### src/rtl/alt_429_tx.sv
// ARINC 429 return-to-zero transmitter: serialises 32-bit words MSB first onto the A/B line pair.
// Latency: bit 31 drives the lines from the acceptance edge; IDLE returns (64+2*GAP_BITS)*HALF_BIT clocks later.
// Backpressure: data_ready is low for the whole word and its gap; data_valid while busy is ignored.
module alt_429_tx #(
  parameter int HALF_BIT  = 2,
  parameter int GAP_BITS  = 4,
  parameter bit PARITY_EN = 1'b1
) (
  input  logic        clock,
  input  logic        reset,
  input  logic [31:0] data_in,
  input  logic        data_valid,
  output logic        data_ready,
  output logic        line_A,
  output logic        line_B,
  output logic        busy,
  output logic        tx_done
);

  // Gap length in clocks; half_cnt must reach whichever phase is longest.
  localparam int GAP_CYC = 2 * GAP_BITS * HALF_BIT;
  localparam int CNT_MAX = (GAP_CYC > HALF_BIT) ? GAP_CYC : HALF_BIT;
  localparam int CW      = $clog2(CNT_MAX + 1);
  localparam logic [CW-1:0] HALF_LAST = CW'(HALF_BIT - 1);
  localparam logic [CW-1:0] GAP_LAST  = CW'(GAP_CYC - 1);

  typedef enum logic [1:0] {IDLE, HIGH, NULL_PH, GAP} state_t;

  state_t        state, state_nxt;
  logic [31:0]   sr, sr_nxt;
  logic [5:0]    bit_cnt, bit_cnt_nxt;
  logic [CW-1:0] half_cnt, half_cnt_nxt;
  logic          line_a_nxt, line_b_nxt, done_nxt;
  logic [31:0]   load_word;
  logic          accept;

  // With parity enabled, bit 31 becomes odd parity over the 31 payload bits.
  assign load_word = PARITY_EN ? {~^data_in[30:0], data_in[30:0]} : data_in;
  assign accept    = data_valid && data_ready;

  // Next-state and next-output logic; line outputs are computed one cycle early so they leave a register.
  always_comb begin
    state_nxt    = state;
    sr_nxt       = sr;
    bit_cnt_nxt  = bit_cnt;
    half_cnt_nxt = half_cnt;
    line_a_nxt   = 1'b0;
    line_b_nxt   = 1'b0;
    done_nxt     = 1'b0;
    case (state)
      IDLE: begin
        if (accept) begin
          state_nxt    = HIGH;
          sr_nxt       = load_word;
          bit_cnt_nxt  = '0;
          half_cnt_nxt = '0;
          line_a_nxt   = load_word[31];
          line_b_nxt   = ~load_word[31];
        end
      end
      HIGH: begin
        if (half_cnt == HALF_LAST) begin
          state_nxt    = NULL_PH;
          half_cnt_nxt = '0;
        end else begin
          half_cnt_nxt = half_cnt + 1'b1;
          line_a_nxt   = sr[31];
          line_b_nxt   = ~sr[31];
        end
      end
      NULL_PH: begin
        if (half_cnt == HALF_LAST) begin
          sr_nxt       = {sr[30:0], 1'b0};
          bit_cnt_nxt  = bit_cnt + 6'd1;
          half_cnt_nxt = '0;
          if (bit_cnt == 6'd31) begin
            state_nxt = GAP;
          end else begin
            // sr[30] is the bit that becomes sr[31] after this shift.
            state_nxt  = HIGH;
            line_a_nxt = sr[30];
            line_b_nxt = ~sr[30];
          end
        end else begin
          half_cnt_nxt = half_cnt + 1'b1;
        end
      end
      GAP: begin
        if (half_cnt == GAP_LAST) begin
          state_nxt    = IDLE;
          half_cnt_nxt = '0;
          done_nxt     = 1'b1;
        end else begin
          half_cnt_nxt = half_cnt + 1'b1;
        end
      end
      default: state_nxt = IDLE;
    endcase
  end

  // State, datapath and registered outputs; reset discards any word in flight.
  always_ff @(posedge clock) begin
    if (reset) begin
      state      <= IDLE;
      sr         <= '0;
      bit_cnt    <= '0;
      half_cnt   <= '0;
      line_A     <= 1'b0;
      line_B     <= 1'b0;
      busy       <= 1'b0;
      tx_done    <= 1'b0;
      data_ready <= 1'b1;
    end else begin
      state      <= state_nxt;
      sr         <= sr_nxt;
      bit_cnt    <= bit_cnt_nxt;
      half_cnt   <= half_cnt_nxt;
      line_A     <= line_a_nxt;
      line_B     <= line_b_nxt;
      busy       <= (state_nxt != IDLE);
      tx_done    <= done_nxt;
      data_ready <= (state_nxt == IDLE);
    end
  end

endmodule

### config.mk
export PLATFORM = sky130hd
export DESIGN_NAME = alt_429_tx
export DESIGN_NICKNAME = d
export VERILOG_FILES = /design/src/rtl/alt_429_tx.sv
export SDC_FILE = /design/constraint.sdc
export NUM_CORES = 1
export LEC_CHECK = 0
export BUFFER_PORTS_ARGS = -buffer_cell sky130_fd_sc_hd__clkbuf_2
export CAP_MARGIN = 20
export CORE_MARGIN = 1.5
export CORE_UTILIZATION = 61
export DETAILED_ROUTE_END_ITERATION = 10
export HOLD_SLACK_MARGIN = 0.05
export PLACE_DENSITY_LB_ADDON = 0.1
export SKIP_CTS_REPAIR_TIMING = 1
export SLEW_MARGIN = 40
export SYNTH_ARGS = -nofsm -noshare
export SYNTH_HDL_FRONTEND = slang
export SYNTH_SLANG_ARGS = --single-unit
### constraint.sdc
create_clock -name clock -period 5.2 [get_ports clock]
set_clock_uncertainty 0.2 [all_clocks]
set_input_delay 1.56 -clock clock [delete_from_list [all_inputs] [get_ports clock]]
set_output_delay 1.56 -clock clock [all_outputs]
set_load 0.1 [all_outputs]
==> metrics.yaml, run 1 <==
run_status:
  status: "complete, no violations"
cts:
  htree_levels: 2
  cts_buffers: 5
  clkSlewWorstSetupHoldPaths_ps: 90
  cts_buffer_depth: 2
  cts-root-buf: "clkbuf_8"
  cts_tree: "done"
  cts.sinks: 50
  worstSkewPairLatency_ps: 300
synth:
  syn_inst: 293
  syn_nets: 338
  synthArstFlopShare_pct: 0
  netlist_area_um2: 2724
  synth_edf_count: 0
  ys_ff_latch: 50
  syn_avg_cell_area_um2: 9.296
  yosysWarnings: 0
  synth_cell_type_count: 43
  ys.flop_type: "dfxtp_1"
  yosysSeqAreaShare_pct: 36.75
floorplanning:
  die-area_um2: 4876
  start_util_pct: 62.99
  die_h_um: 69.83
  core_um2: 4324
  die_w_um: 69.83
  io_pins: 40
  core.rowCount: 24
sta:
  relSlewSlack_pct: 59.90
  drv_slew: 0
  fin_crit_sh_pct: 58.57
  setup-violations-final: 0
  finalHoldViolCount: 0
  final.min_clock_period_ps: 3046
  tightest_slew_ps: 601.5
  rsz0062_at_grt: "false"
  setup_slack_ps: 2154
  fmaxAchievable_ghz: 0.3283
  finalSetupTns_ps: 0
placed_design:
  place_ws_ps: 1874
  hpwl_mm: 3.554
  io_buffers: 38
  gp_congestion: 0.7758
pwr:
  irDropWorstVdd_mv: 0.2718
  power.density_nw_per_um2: 372.1
  power_leakage_nw: 1.158
layout:
  nFillCells: 352
  nets: 369
  layout_commonest_cell: "dfxtp_1"
  syn2layout_area_growth_pct: 12.68
  final_cell_mix: "50 x dfxtp_1, 49 x nor2_1, 37 x clkbuf_2, 30 x mux2i_1, 30 x a211oi_1"
  n_antenna_cell: 0
  drive_above_1_share_pct: 18.15
setup_path:
  crit_fanout: 3
  worstPathArrival_ps: 3050
  cp-end-kind: "flip-flop"
  cp.required_ps: 5200
  cp-start-kind: "primary input"
  path_class: "in -> reg"
global_routing:
  grt_max_degree: 49
  grt_usage_pct: 21.86
  grt.overflow.total: 0
  grt_pass1_wl_mm: 8.659
  antenna_found_initial: 0
  grt_pass1_vias: 1948
drt:
  drt_wl_total_mm: 5.152
  route.vias.total: 2133
  viasPerCell: 5.658
  ant_nets: 0
  first_iter_violations: 81
  remaining_drc_errors: 0
  dr.pass1.iters: 4
  wire_per_inst_um: 13.67
min_path:
  hold_class: "reg -> reg"
job:
  maxCapViolCount: 0
through the flow:
stage	utilization, %	instances	area, µm²	hold WS [ps]	power (mW)
floorplan	-	293	2724	249.3	0.8004
global placement	67.51	367	2919	265.7	0.8689
detailed placement	68.55	369	2964	265.2	0.8967
CTS	70.98	377	3069	277.2	1.152
global route	70.98	377	3069	330.1	1.205
finish	70.98	377	3069	284.3	1.142
final timing paths:
path	from	endpoint	slack, ps	cells after the start
max	data_in[9]	line_B$_SDFF_PP0_	2150	6
min	sr[0]$_SDFFE_PP0P_	sr[0]$_SDFFE_PP0P_	280	2
max reg2reg	state[1]$_SDFF_PP0_	sr[19]$_SDFFE_PP0P_	2530	8
min reg2reg	sr[0]$_SDFFE_PP0P_	sr[0]$_SDFFE_PP0P_	280	2
sequential cells by signal, summed over array words and instances (netlist names):
signal	flops
sr	32
bit_cnt	6
half_cnt	5
state	2
busy	1
data_ready	1
line_A	1
line_B	1
tx_done	1
layout make-up:
type | instances | area (µm²) | area share, %
Clock buffer | 7 | 96.34 | 3.139
Timing Repair Buffer | 42 | 250.2 | 8.153
Sequential cell | 50 | 1001 | 32.61
Clock inverter | 1 | 8.758 | 0.2854
Inverter | 8 | 30.03 | 0.9784
Tap cell | 52 | 65.06 | 2.120
Multi-Input combinational cell | 217 | 1618 | 52.71
cells in the mapped netlist, types with 4 or more instances:
master	count	area, µm²
inv_1	8	30.03
xnor2_1	24	210.2
a21oi_1	11	55.05
xnor3_1	4	90.09
clkbuf_1	12	45.04
mux2i_1	30	300.3
nand2_1	8	30.03
dfxtp_1	50	1001
nor3_1	6	30.03
nand3_1	5	25.02
nor2_1	49	183.9
a211oi_1	30	225.2
ha_1	10	125.1
metal layers:
metal  wire length [µm]  global-route usage (%)  vias to the layer above
li1                   -                       -                     1110
met1               2519                   29.80                      979
met2               2369                   34.81                       37
met3                190                   4.651                        7
met4                 72                   6.838                        0
met5                  0                       0                        -
report_power, final:
part | total (mW) | switching, mW | internal [mW]
registers | 0.487 | 0.0386 | 0.449
clock network | 0.251 | 0.129 | 0.122
logic | 0.404 | 0.243 | 0.161
total | 1.14 | 0.410 | 0.732
cells by family after synthesis:
| family | Yosys count | share of synthesized area (%) |
|---|---|---|
| DFF | 50 | 36.75 |
| xor gates and xnor gates | 30 | 11.67 |
| adders and majority gates | 10 | 4.593 |
| and+or+nand+nor | 85 | 14.93 |
| buffers and inverters | 26 | 4.134 |
| muxes | 30 | 11.02 |
| AOI/OAI and AO/OA | 62 | 16.90 |
worst max-delay path, cell delays in order:
cell and delay [ps]:
clkbuf_2 90, xnor2_1 190, xnor3_1 450, xnor3_1 240, xnor3_1 280, a22o_1 230
No activity file was read; power rests on OpenSTA's default activity.
==> run 2, diff against run 1 <==
ABC_AREA = 1   (was unset)
CORE_UTILIZATION = 52   (was 61)
clock period = 2.79 ns   (was 5.2 ns; I/O delays follow)
==> metrics.yaml, run 2 <==
run_status:
  status: "complete, no violations"
pwr:
  p_sw_share_pct: 35.53
  intPower_mw: 1.297
  irDropWorstVdd_mv: 0.3524
  p_sw_mw: 0.7148
  clockPowerShare_pct: 25.3
  power.density_nw_per_um2: 602.6
  power_leakage_nw: 1.698
  power_frac_comb_pct: 30.3
  p_seq_share_pct: 44.4
synth:
  synth.largest_area_cell: "dfxtp_1"
  syn_inst: 467
  synth_cell_type_count: 30
  synthTopCellsByCount: "190 x nand2_1, 54 x inv_1, 50 x dfxtp_1"
  synthArstFlopShare_pct: 0
  yosysSeqAreaShare_pct: 33.90
  yosysWarnings: 0
  synth_edf_count: 0
  netlist_area_um2: 2953
  synth_top_area_share_pct: 33.90
  syn_avg_cell_area_um2: 6.323
  syn_nets: 512
  ys_ff_latch: 50
  synth_area_leaders: "dfxtp_1 34%, nand2_1 24%, inv_1 6.9%"
  synth.most_common_cell: "nand2_1"
  ys.flop_type: "dfxtp_1"
global_routing:
  grt_usage_pct: 21.12
  grt_pass1_vias: 2502
  antenna_found_initial: 0
  grt_max_degree: 39
  grt_pass1_wl_mm: 10.58
  grt.overflow.total: 0
drt:
  ant_nets: 0
  wire_per_inst_um: 10.55
  dr.pass1.iters: 4
  viasPerCell: 5.003
  route.vias.total: 2872
  first_iter_violations: 175
  remaining_drc_errors: 0
  drt_wl_total_mm: 6.055
placed_design:
  io_buffers: 38
  gp_congestion: 0.8375
  dp_cells: 566
  place_ws_ps: 340.8
  hpwl_mm: 4.554
layout:
  n_antenna_cell: 0
  largest_register: "sr"
  syn2layout_area_growth_pct: 13.05
  top_regs: "sr: 32 flops, bit_cnt: 6 flops, half_cnt: 5 flops"
  final_util_pct: 60.62
  nets: 546
  largest_reg_flops: 32
  nFillCells: 536
  stdcell_count: 574
  layout_commonest_cell: "nand2_1"
  drive_above_1_share_pct: 12.15
  final_cell_mix: "190 x nand2_1, 54 x inv_1, 50 x dfxtp_1, 38 x clkbuf_2, 30 x a31oi_1"
cts:
  cts-root-buf: "clkbuf_8"
  cts_buffers: 5
  cts.sinks: 50
  htree_levels: 2
  cts_buffer_depth: 2
  cts_tree: "done"
  worstSkewPairLatency_ps: 300
  clkSlewWorstSetupHoldPaths_ps: 90
sta:
  finalSetupTns_ps: 0
  relSlewSlack_pct: 64.27
  setup-violations-final: 0
  fmaxAchievable_ghz: 0.4384
  setup_slack_ps: 509.1
  fin_crit_sh_pct: 81.75
  tightest_slew_ps: 538.3
  finalHoldViolCount: 0
  rsz0062_at_grt: "false"
  drv_slew: 0
  final.min_clock_period_ps: 2281
setup_path:
  rrSetupSlack_ps: 510
  path_class: "reg -> reg"
  cp-end-kind: "flip-flop"
  slowest_stage: "dfxtp_1"
  crit_fanout: 38
  critPathLaunch: "state[0]$_SDFF_PP0_"
  cp-start-kind: "flip-flop"
  worstPathArrival_ps: 2280
  crit_chain: "inv_1 > ha_1 > inv_2 > nor2_4 > o21ai_4 > inv_4 > buf_12 > o21ai_0 > a31oi_1"
  r2r_start: "state[0]$_SDFF_PP0_"
  cp.required_ps: 2790
  slowest_delay_ps: 430
floorplanning:
  die-area_um2: 6140
  die_h_um: 78.36
  die_w_um: 78.36
  core.rowCount: 27
  io_pins: 40
  start_util_pct: 53.62
  core_um2: 5507
job:
  maxCapViolCount: 0
min_path:
  holdCritStartpoint: "sr[28]$_SDFFE_PP0P_"
  hold_class: "reg -> reg"
[run 2: routing by layer]
layer | global-route usage, % | part of all wire [%] | up-vias
li1 | - | - | 1556
met1 | 28.38 | 51 | 1257
met2 | 34.96 | 44 | 52
met3 | 3.256 | 3.5 | 7
met4 | 6.250 | 0.99 | 0
met5 | 0 | 0 | -
[run 2: path summary, 6_finish.rpt]
check	to	cells after the start
worst max-delay path	sr[8]$_SDFFE_PP0P_	9
worst min-delay path	sr[29]$_SDFFE_PP0P_	2
worst max register to register	sr[8]$_SDFFE_PP0P_	9
worst min register to register	sr[29]$_SDFFE_PP0P_	2
[run 2: metrics by stage]
| step | area [µm²] | power, mW | hold slack [ps] |
|---|---|---|---|
| 3_3_place_gp | 3229 | 1.501 | 254.1 |
| 2_1_floorplan | 2953 | 1.373 | 240.0 |
| 6_report | 3338 | 2.012 | 270.3 |
| 3_5_place_dp | 3229 | 1.518 | 257.8 |
| 5_1_grt | 3338 | 2.148 | 289.4 |
| 4_1_cts | 3338 | 2.031 | 273.7 |
[run 2: layout make-up]
type	count	area (µm²)	share of cell area, %
clock inverter	3	40.04	1.199
multi-input combinational	344	1665	49.89
clock buffer	5	68.82	2.061
tap	72	90.09	2.699
inverter	56	212.7	6.372
sequential	50	1001	29.99
timing repair buffer	44	260.3	7.796
[run 2: power groups by stage]
stage / combinational [mW] / sequential (mW) / clock, mW
6_report: 0.609 / 0.894 / 0.509
3_5_place_dp: 0.610 / 0.909 / 0
2_1_floorplan: 0.393 / 0.980 / 0
3_3_place_gp: 0.594 / 0.907 / 0
4_1_cts: 0.612 / 0.893 / 0.526
5_1_grt: 0.688 / 0.908 / 0.552
[run 2: kinds of logic (layout without fill, tap and decap cells)]
logic type / after synthesis / count (layout) / share of synthesized area, %
adder cells (fa/ha/maj): 10 / 10 / 4.237
flip-flops: 50 / 50 / 33.90
AO/OA/AOI/OAI: 85 / 85 / 16.86
AND/OR/NAND/NOR: 237 / 237 / 31.74
XOR/XNOR: 12 / 12 / 3.559
buffers and inverters: 73 / 108 / 9.703
[run 2: worst max-delay path: cells and delay by family (launching register included)]
kind / cells / cell delay, ps
buf+inv: 4 / 720
flops: 1 / 430
fa+ha+maj: 1 / 270
simple gates: 1 / 90
compound gates: 3 / 440
